===== src/rtl/parking_pkg.sv =====
// Shared constants and types for the parking-sensor input conditioner.
// Channel indices fix which debounce slice serves which board pin.
package parking_pkg;

    localparam int DEBOUNCE_CYCLES_DEFAULT = 400000;

    localparam int CH_ENTRY = 0;
    localparam int CH_EXIT  = 1;
    localparam int CH_SW0   = 2;
    localparam int CH_SW1   = 3;
    localparam int NUM_CH   = 4;

    // Per-channel result: accepted level plus the one-cycle rise flag.
    typedef struct packed {
        logic level;
        logic rise;
    } ch_status_t;

endpackage


===== src/rtl/parking_sensor_conditioner_if.sv =====
// Raw sensor pins in, clean levels and arbitrated event pulses out.
// No handshake: the consumer samples every clk, the pins cannot be stalled.
interface parking_sensor_conditioner_if;

    logic       entry_raw;
    logic       exit_raw;
    logic [1:0] switch_raw;

    logic       entry_level;
    logic       exit_level;
    logic [1:0] switch_stable;
    logic       entry_pulse;
    logic       exit_pulse;

    // Board/stimulus side: drives the pins, observes the conditioned results.
    modport master (
        output entry_raw, exit_raw, switch_raw,
        input  entry_level, exit_level, switch_stable, entry_pulse, exit_pulse
    );

    // Conditioner side.
    modport slave (
        input  entry_raw, exit_raw, switch_raw,
        output entry_level, exit_level, switch_stable, entry_pulse, exit_pulse
    );

endinterface


===== src/rtl/debounce_channel.sv =====
// One input channel: 2-flop synchroniser, debounce counter, stable level, rise flag.
// Latency 2 + DEBOUNCE_CYCLES edges from a held raw change; no backpressure.
module debounce_channel
    import parking_pkg::*;
#(
    parameter int DEBOUNCE_CYCLES = DEBOUNCE_CYCLES_DEFAULT
) (
    input  logic       clk,
    input  logic       rst,
    input  logic       raw,
    output ch_status_t status
);

    localparam int              CNT_W   = $clog2(DEBOUNCE_CYCLES);
    localparam logic [CNT_W-1:0] CNT_MAX = CNT_W'(DEBOUNCE_CYCLES - 1);

    logic             sync1_q, sync1_d;
    logic             sync2_q, sync2_d;
    logic             st_q,    st_d;
    logic             rise_q,  rise_d;
    logic [CNT_W-1:0] cnt_q,   cnt_d;

    always_comb begin
        sync1_d = raw;
        sync2_d = sync1_q;
        st_d    = st_q;
        rise_d  = 1'b0;
        cnt_d   = '0;
        // Any sample that agrees with the stable value drops the partial count.
        if (sync2_q != st_q) begin
            if (cnt_q == CNT_MAX) begin
                st_d   = sync2_q;
                rise_d = sync2_q;
            end else begin
                cnt_d  = cnt_q + 1'b1;
            end
        end
    end

    always_ff @(posedge clk or posedge rst) begin
        if (rst) begin
            sync1_q <= 1'b0;
            sync2_q <= 1'b0;
            st_q    <= 1'b0;
            rise_q  <= 1'b0;
            cnt_q   <= '0;
        end else begin
            sync1_q <= sync1_d;
            sync2_q <= sync2_d;
            st_q    <= st_d;
            rise_q  <= rise_d;
            cnt_q   <= cnt_d;
        end
    end

    assign status.level = st_q;
    assign status.rise  = rise_q;

endmodule


===== src/rtl/parking_sensor_conditioner.sv =====
// Debounces entry/exit/switch pins and arbitrates entry vs exit pulses (exit first).
// Pulses appear with the level, entry deferred 1 cycle on a tie; no backpressure.
module parking_sensor_conditioner
    import parking_pkg::*;
#(
    parameter int DEBOUNCE_CYCLES = DEBOUNCE_CYCLES_DEFAULT
) (
    input  logic                         clk,
    input  logic                         rst,
    parking_sensor_conditioner_if.slave  bus
);

    logic [NUM_CH-1:0] raw_vec;
    ch_status_t        status [NUM_CH];

    logic pending_q, pending_d;
    logic entry_pulse_w;
    logic exit_pulse_w;
    logic sw_rise_unused;

    assign raw_vec[CH_ENTRY] = bus.entry_raw;
    assign raw_vec[CH_EXIT]  = bus.exit_raw;
    assign raw_vec[CH_SW0]   = bus.switch_raw[0];
    assign raw_vec[CH_SW1]   = bus.switch_raw[1];

    for (genvar ch = 0; ch < NUM_CH; ch++) begin : g_ch
        debounce_channel #(
            .DEBOUNCE_CYCLES (DEBOUNCE_CYCLES)
        ) u_chan (
            .clk    (clk),
            .rst    (rst),
            .raw    (raw_vec[ch]),
            .status (status[ch])
        );
    end

    // Exit wins a tie; the losing entry event is parked for exactly one cycle.
    // Pulses are gated rise flops only, so nothing combinational reaches them from the pins.
    always_comb begin
        exit_pulse_w  = status[CH_EXIT].rise;
        entry_pulse_w = pending_q | (status[CH_ENTRY].rise & ~status[CH_EXIT].rise);
        pending_d     = status[CH_ENTRY].rise & status[CH_EXIT].rise;
    end

    always_ff @(posedge clk or posedge rst) begin
        if (rst) begin
            pending_q <= 1'b0;
        end else begin
            pending_q <= pending_d;
        end
    end

    assign bus.entry_level   = status[CH_ENTRY].level;
    assign bus.exit_level    = status[CH_EXIT].level;
    assign bus.switch_stable = {status[CH_SW1].level, status[CH_SW0].level};
    assign bus.entry_pulse   = entry_pulse_w;
    assign bus.exit_pulse    = exit_pulse_w;

    assign sw_rise_unused = status[CH_SW0].rise | status[CH_SW1].rise;

endmodule

===== src/flat_wrapper.sv =====
// flat-port wrapper written by rule: the top's interface ports become plain ports
module parking_sensor_conditioner_flat import parking_pkg::*;
#(
    parameter int DEBOUNCE_CYCLES = DEBOUNCE_CYCLES_DEFAULT
)
  (clk, rst, bus_entry_raw, bus_exit_raw, bus_switch_raw, bus_entry_level, bus_exit_level, bus_switch_stable, bus_entry_pulse, bus_exit_pulse);
  parking_sensor_conditioner_if bus_i ();
  input  logic clk;
  input  logic rst;
  input wire logic [$bits(bus_i.entry_raw)-1:0] bus_entry_raw;
  input wire logic [$bits(bus_i.exit_raw)-1:0] bus_exit_raw;
  input wire logic [$bits(bus_i.switch_raw)-1:0] bus_switch_raw;
  output wire logic [$bits(bus_i.entry_level)-1:0] bus_entry_level;
  output wire logic [$bits(bus_i.exit_level)-1:0] bus_exit_level;
  output wire logic [$bits(bus_i.switch_stable)-1:0] bus_switch_stable;
  output wire logic [$bits(bus_i.entry_pulse)-1:0] bus_entry_pulse;
  output wire logic [$bits(bus_i.exit_pulse)-1:0] bus_exit_pulse;
  assign bus_i.entry_raw = bus_entry_raw;
  assign bus_i.exit_raw = bus_exit_raw;
  assign bus_i.switch_raw = bus_switch_raw;
  assign bus_entry_level = bus_i.entry_level;
  assign bus_exit_level = bus_i.exit_level;
  assign bus_switch_stable = bus_i.switch_stable;
  assign bus_entry_pulse = bus_i.entry_pulse;
  assign bus_exit_pulse = bus_i.exit_pulse;
  parking_sensor_conditioner #(.DEBOUNCE_CYCLES(DEBOUNCE_CYCLES)) u_core (.clk(clk), .rst(rst), .bus(bus_i));
endmodule

===== config.mk =====
export PLATFORM = sky130hd
export DESIGN_NAME = parking_sensor_conditioner_flat
export DESIGN_NICKNAME = d
export VERILOG_FILES = /design/src/rtl/parking_pkg.sv /design/src/rtl/parking_sensor_conditioner_if.sv /design/src/rtl/debounce_channel.sv /design/src/rtl/parking_sensor_conditioner.sv /design/src/flat_wrapper.sv
export SDC_FILE = /design/constraint.sdc
export NUM_CORES = 1
export LEC_CHECK = 0
export CORE_MARGIN = 5
export CORE_UTILIZATION = 25
export DETAILED_ROUTE_END_ITERATION = 10
export GPL_TIMING_DRIVEN = 0
export PLACE_DENSITY_LB_ADDON = 0.15
export SYNTH_ARGS = -nofsm -noshare
export SYNTH_HDL_FRONTEND = slang
export SYNTH_SLANG_ARGS = --single-unit

===== constraint.sdc =====
create_clock -name clk -period 3.7 [get_ports clk]
set_input_delay 0.37 -clock clk [delete_from_list [all_inputs] [get_ports clk]]
set_output_delay 0.37 -clock clk [all_outputs]
set_load 0.05 [all_outputs]

==> metrics.txt <==
WP data required 3930 ps; vias in the first global route 3183; clk root buf clkbuf_16; FF+latch count, synth 91; design area 5070 um^2; P_int between 0.0015 and 0.002 W; Total GRT Usage 9.56%; Pins Over Slew Limit 0; Detail Placement HPWL 5980 um; fin crit share 60.2%; Cell Area, Synth around 4300 um^2; largest net degree at the start of global routing between 60 and 70; Power Total 0.00208 W; Die Footprint between 20000 and 25000 um^2; clk buf depth 2; RSZ-0062 raised after global routing no; Worst setup EP type flop; post-route setup TNS 0 ps; CTS tree done; Worst VDD drop 0.239 mV; wire length per cell 12.8 um; post-CTS repair timing setup buffer count 0; worst hold endpoint u_core.g_ch[3].u_chan.sync2_q$_DFF_PP0_; P_sw 0.000457 W; first-pass GRT wire length approximately 16000 um; status finished, final reports clean; main flop type after synthesis dfrtp_1; CTS resizes 0; Rel. slew slack 66.9%; Fmax achieved ~450 MHz; crit-path max FO 10; CTS clk-pin slew, worst paths ~70 ps; ANT cells 0; starting density of the core between 20% and 30%; later-pin clock latency in the skew report 350 ps; critical path launch point type flop; Post-Syn Nets 441; # hold bufs at CTS 0; DIE WIDTH 142 um; Layout area overhead 17.1%; EDFF count, synth 0; Std-Cell Rows 48; Detailed Routing Iterations Pass 1 4; global route total overflow 0; kind of critical path flop to flop; Worst-Margin Slew 489 ps; reg2reg setup slack 1470 ps; post-synthesis cell count about 430; Arrival @ worst endpoint ~2500 ps; nets@finish around 460; core area ~17000 um^2; PD cells 411 nW/um^2; R2R depth 7; initial antenna violation count 0; Tmin final 2230 ps; Max Cap Viol 0; clk sink count between 90 and 100; I/O pin cnt 12; average cell area after synthesis 10.0 um^2; WL final 8780 um; clock power share 47.4%; Final Hold Viols 0; sequential area share after synthesis a little over half; RD Place Congestion 0.747; type of the worst min-delay path flop to flop; die height approximately 140 um; Initial DRC Count 127; Ys Warns 0; logic gate share of total power 3.5%; Filler cells 1793; number of CTS-inserted buffers 9; LEAKAGE 1.94 nW; worst hold start u_core.g_ch[3].u_chan.sync1_q$_DFF_PP0_; worst r2r dst u_core.g_ch[1].u_chan.cnt_q[8]$_DFF_PP0_; layout cell share with drive strength beyond 1 9.15%; vias per cell roughly 4.5; vias post-DR 3064; DRC 0; PortBufs 11; clk_skew 6.44 ps; Post-DRT Antenna Nets 0; CTS HTree Levels 3; Final setup viols 0; Seq pwr share 49.0%; Synth async-reset ratio 100%; Cells on Worst Hold Path 0; Reg-to-Reg Start u_core.g_ch[1].u_chan.cnt_q[0]$_DFF_PP0_; Unique masters post-synth a little over 40; sw frac 21.9%; placed instance area ~4700 um^2
flip-flops by register name, indices dropped and copies added, names as in the netlist:
signal                      flops
u_core.g_ch.u_chan.sync2_q      4
u_core.g_ch.u_chan.st_q         4
u_core.pending_q                1
u_core.g_ch.u_chan.cnt_q       76
u_core.g_ch.u_chan.sync1_q      4
u_core.g_ch.u_chan.rise_q       2
cells in the final DEF, fill, tap and decap left out, drive strengths merged, types with 2 or more instances in the layout:
| cell type | n |
|---|---|
| nand2 | 22 |
| clkinvlp | 4 |
| nor3 | 18 |
| nor3b | 3 |
| mux2 | 4 |
| nor4 | 17 |
| and3 | 5 |
| bufinv | 2 |
| ha | 4 |
| a41o | 2 |
| xor2 | 15 |
| and2 | 3 |
| a21oi | 14 |
| nand3 | 30 |
| nand4 | 21 |
| o31ai | 4 |
| nor4b | 3 |
| and4 | 2 |
| xnor2 | 44 |
| nor2 | 67 |
| buf | 12 |
| inv | 10 |
| or2 | 5 |
| dfrtp | 91 |
| or3 | 11 |
| or4 | 6 |
| clkbuf | 12 |
| clkdlybuf4s50 | 11 |
| o21ai | 11 |
cell usage after synthesis, types with 2 or more instances:
library cell / n / share of area (%)
nor3b_1: 3 / 0.52
dfrtp_1: 91 / 53
and2_1: 3 / 0.43
o31ai_1: 4 / 0.69
nor2_1: 67 / 5.8
nor4b_1: 3 / 0.61
nor3_1: 18 / 2.1
ha_1: 4 / 1.2
nand3_1: 29 / 3.4
o21ai_0: 10 / 1.2
nor4_1: 17 / 2.5
clkbuf_1: 2 / 0.17
or3_1: 10 / 1.4
inv_1: 10 / 0.87
or2_2: 3 / 0.43
and3_1: 5 / 0.72
or4_1: 5 / 0.87
nand4_1: 20 / 2.9
buf_4: 2 / 0.35
xnor2_1: 44 / 8.9
buf_2: 8 / 0.93
mux2_2: 4 / 1.0
a21oi_1: 14 / 1.6
nand2_1: 22 / 1.9
a41o_1: 2 / 0.46
or2_1: 2 / 0.29
xor2_1: 15 / 3.0
final cells by class:
cell class	count	area (um^2)	area share, %
Multi-Input combinational cell	317	1940	38.2
Clock inverter	6	90.1	1.78
Clock buffer	10	229	4.52
Buffer	13	73.8	1.46
Sequential cell	91	2280	44.9
Timing Repair Buffer	12	138	2.72
Inverter	10	40.0	0.790
Tap cell	225	282	5.56
metrics by stage:
stage	utilization (%)	setup WS [ps]	std cells	hold WS, ps
5_1_grt	29.6	1280	684	362
2_1_floorplan	-	966	431	331
3_5_place_dp	27.7	1510	668	339
6_report	29.6	1470	684	351
4_1_cts	29.6	1490	684	353
3_3_place_gp	27.6	-650	667	333
routing by layer:
layer	wire [um]	vias to the layer above	global-route usage (%)	part of all wire, %
met4	127	0	3.23	1.4
met2	4100	21	15.2	47
met1	4310	1469	12.4	49
met3	248	10	2.93	2.8
li1	-	1564	-	-
met5	0	-	0	0
worst max path at each step:
stage          slack [ps]  cells past startpoint                                        end                                startpoint
5_1_grt              1280                      7   u_core.g_ch[1].u_chan.cnt_q[9]$_DFF_PP0_  u_core.g_ch[1].u_chan.cnt_q[0]$_DFF_PP0_
4_1_cts              1490                      7   u_core.g_ch[1].u_chan.cnt_q[8]$_DFF_PP0_  u_core.g_ch[1].u_chan.cnt_q[0]$_DFF_PP0_
6_report             1470                      7   u_core.g_ch[1].u_chan.cnt_q[8]$_DFF_PP0_  u_core.g_ch[1].u_chan.cnt_q[0]$_DFF_PP0_
3_3_place_gp         -650                      2  u_core.g_ch[3].u_chan.cnt_q[17]$_DFF_PP0_                                       rst
2_1_floorplan         970                      1   u_core.g_ch[0].u_chan.cnt_q[0]$_DFF_PP0_                                       rst
3_5_place_dp         1510                      7   u_core.g_ch[1].u_chan.cnt_q[8]$_DFF_PP0_  u_core.g_ch[1].u_chan.cnt_q[0]$_DFF_PP0_
power by group through the flow:
stage	clock network, W	registers [W]	logic, W
after CTS	0.00103	0.00102	0.0000778
after floorplan	0	0.00104	0.0000507
after detailed placement	0	0.00104	0.0000777
final	0.000988	0.00102	0.0000739
after global routing	0.00106	0.00102	0.0000873
after global placement	0	0.00104	0.0000731
cells by family after synthesis:
| logic type | synth area share, % |
|---|---|
| AND/OR/NAND/NOR | 26.1 |
| flip-flops | 52.6 |
| XOR/XNOR | 11.9 |
| AO/OA/AOI/OAI | 4.51 |
| buffers and inverters | 2.57 |
| multiplexers | 1.04 |
| adder cells (fa/ha/maj) | 1.16 |
worst max-delay path: stages, from the launching register on:
cell,delay (ps)
dfrtp_1,380
ha_1,330
nand3_1,180
nor4b_1,470
a31o_2,230
buf_2,200
buf_2,250
nor2_1,80
No activity file was read; power rests on OpenSTA's default activity.
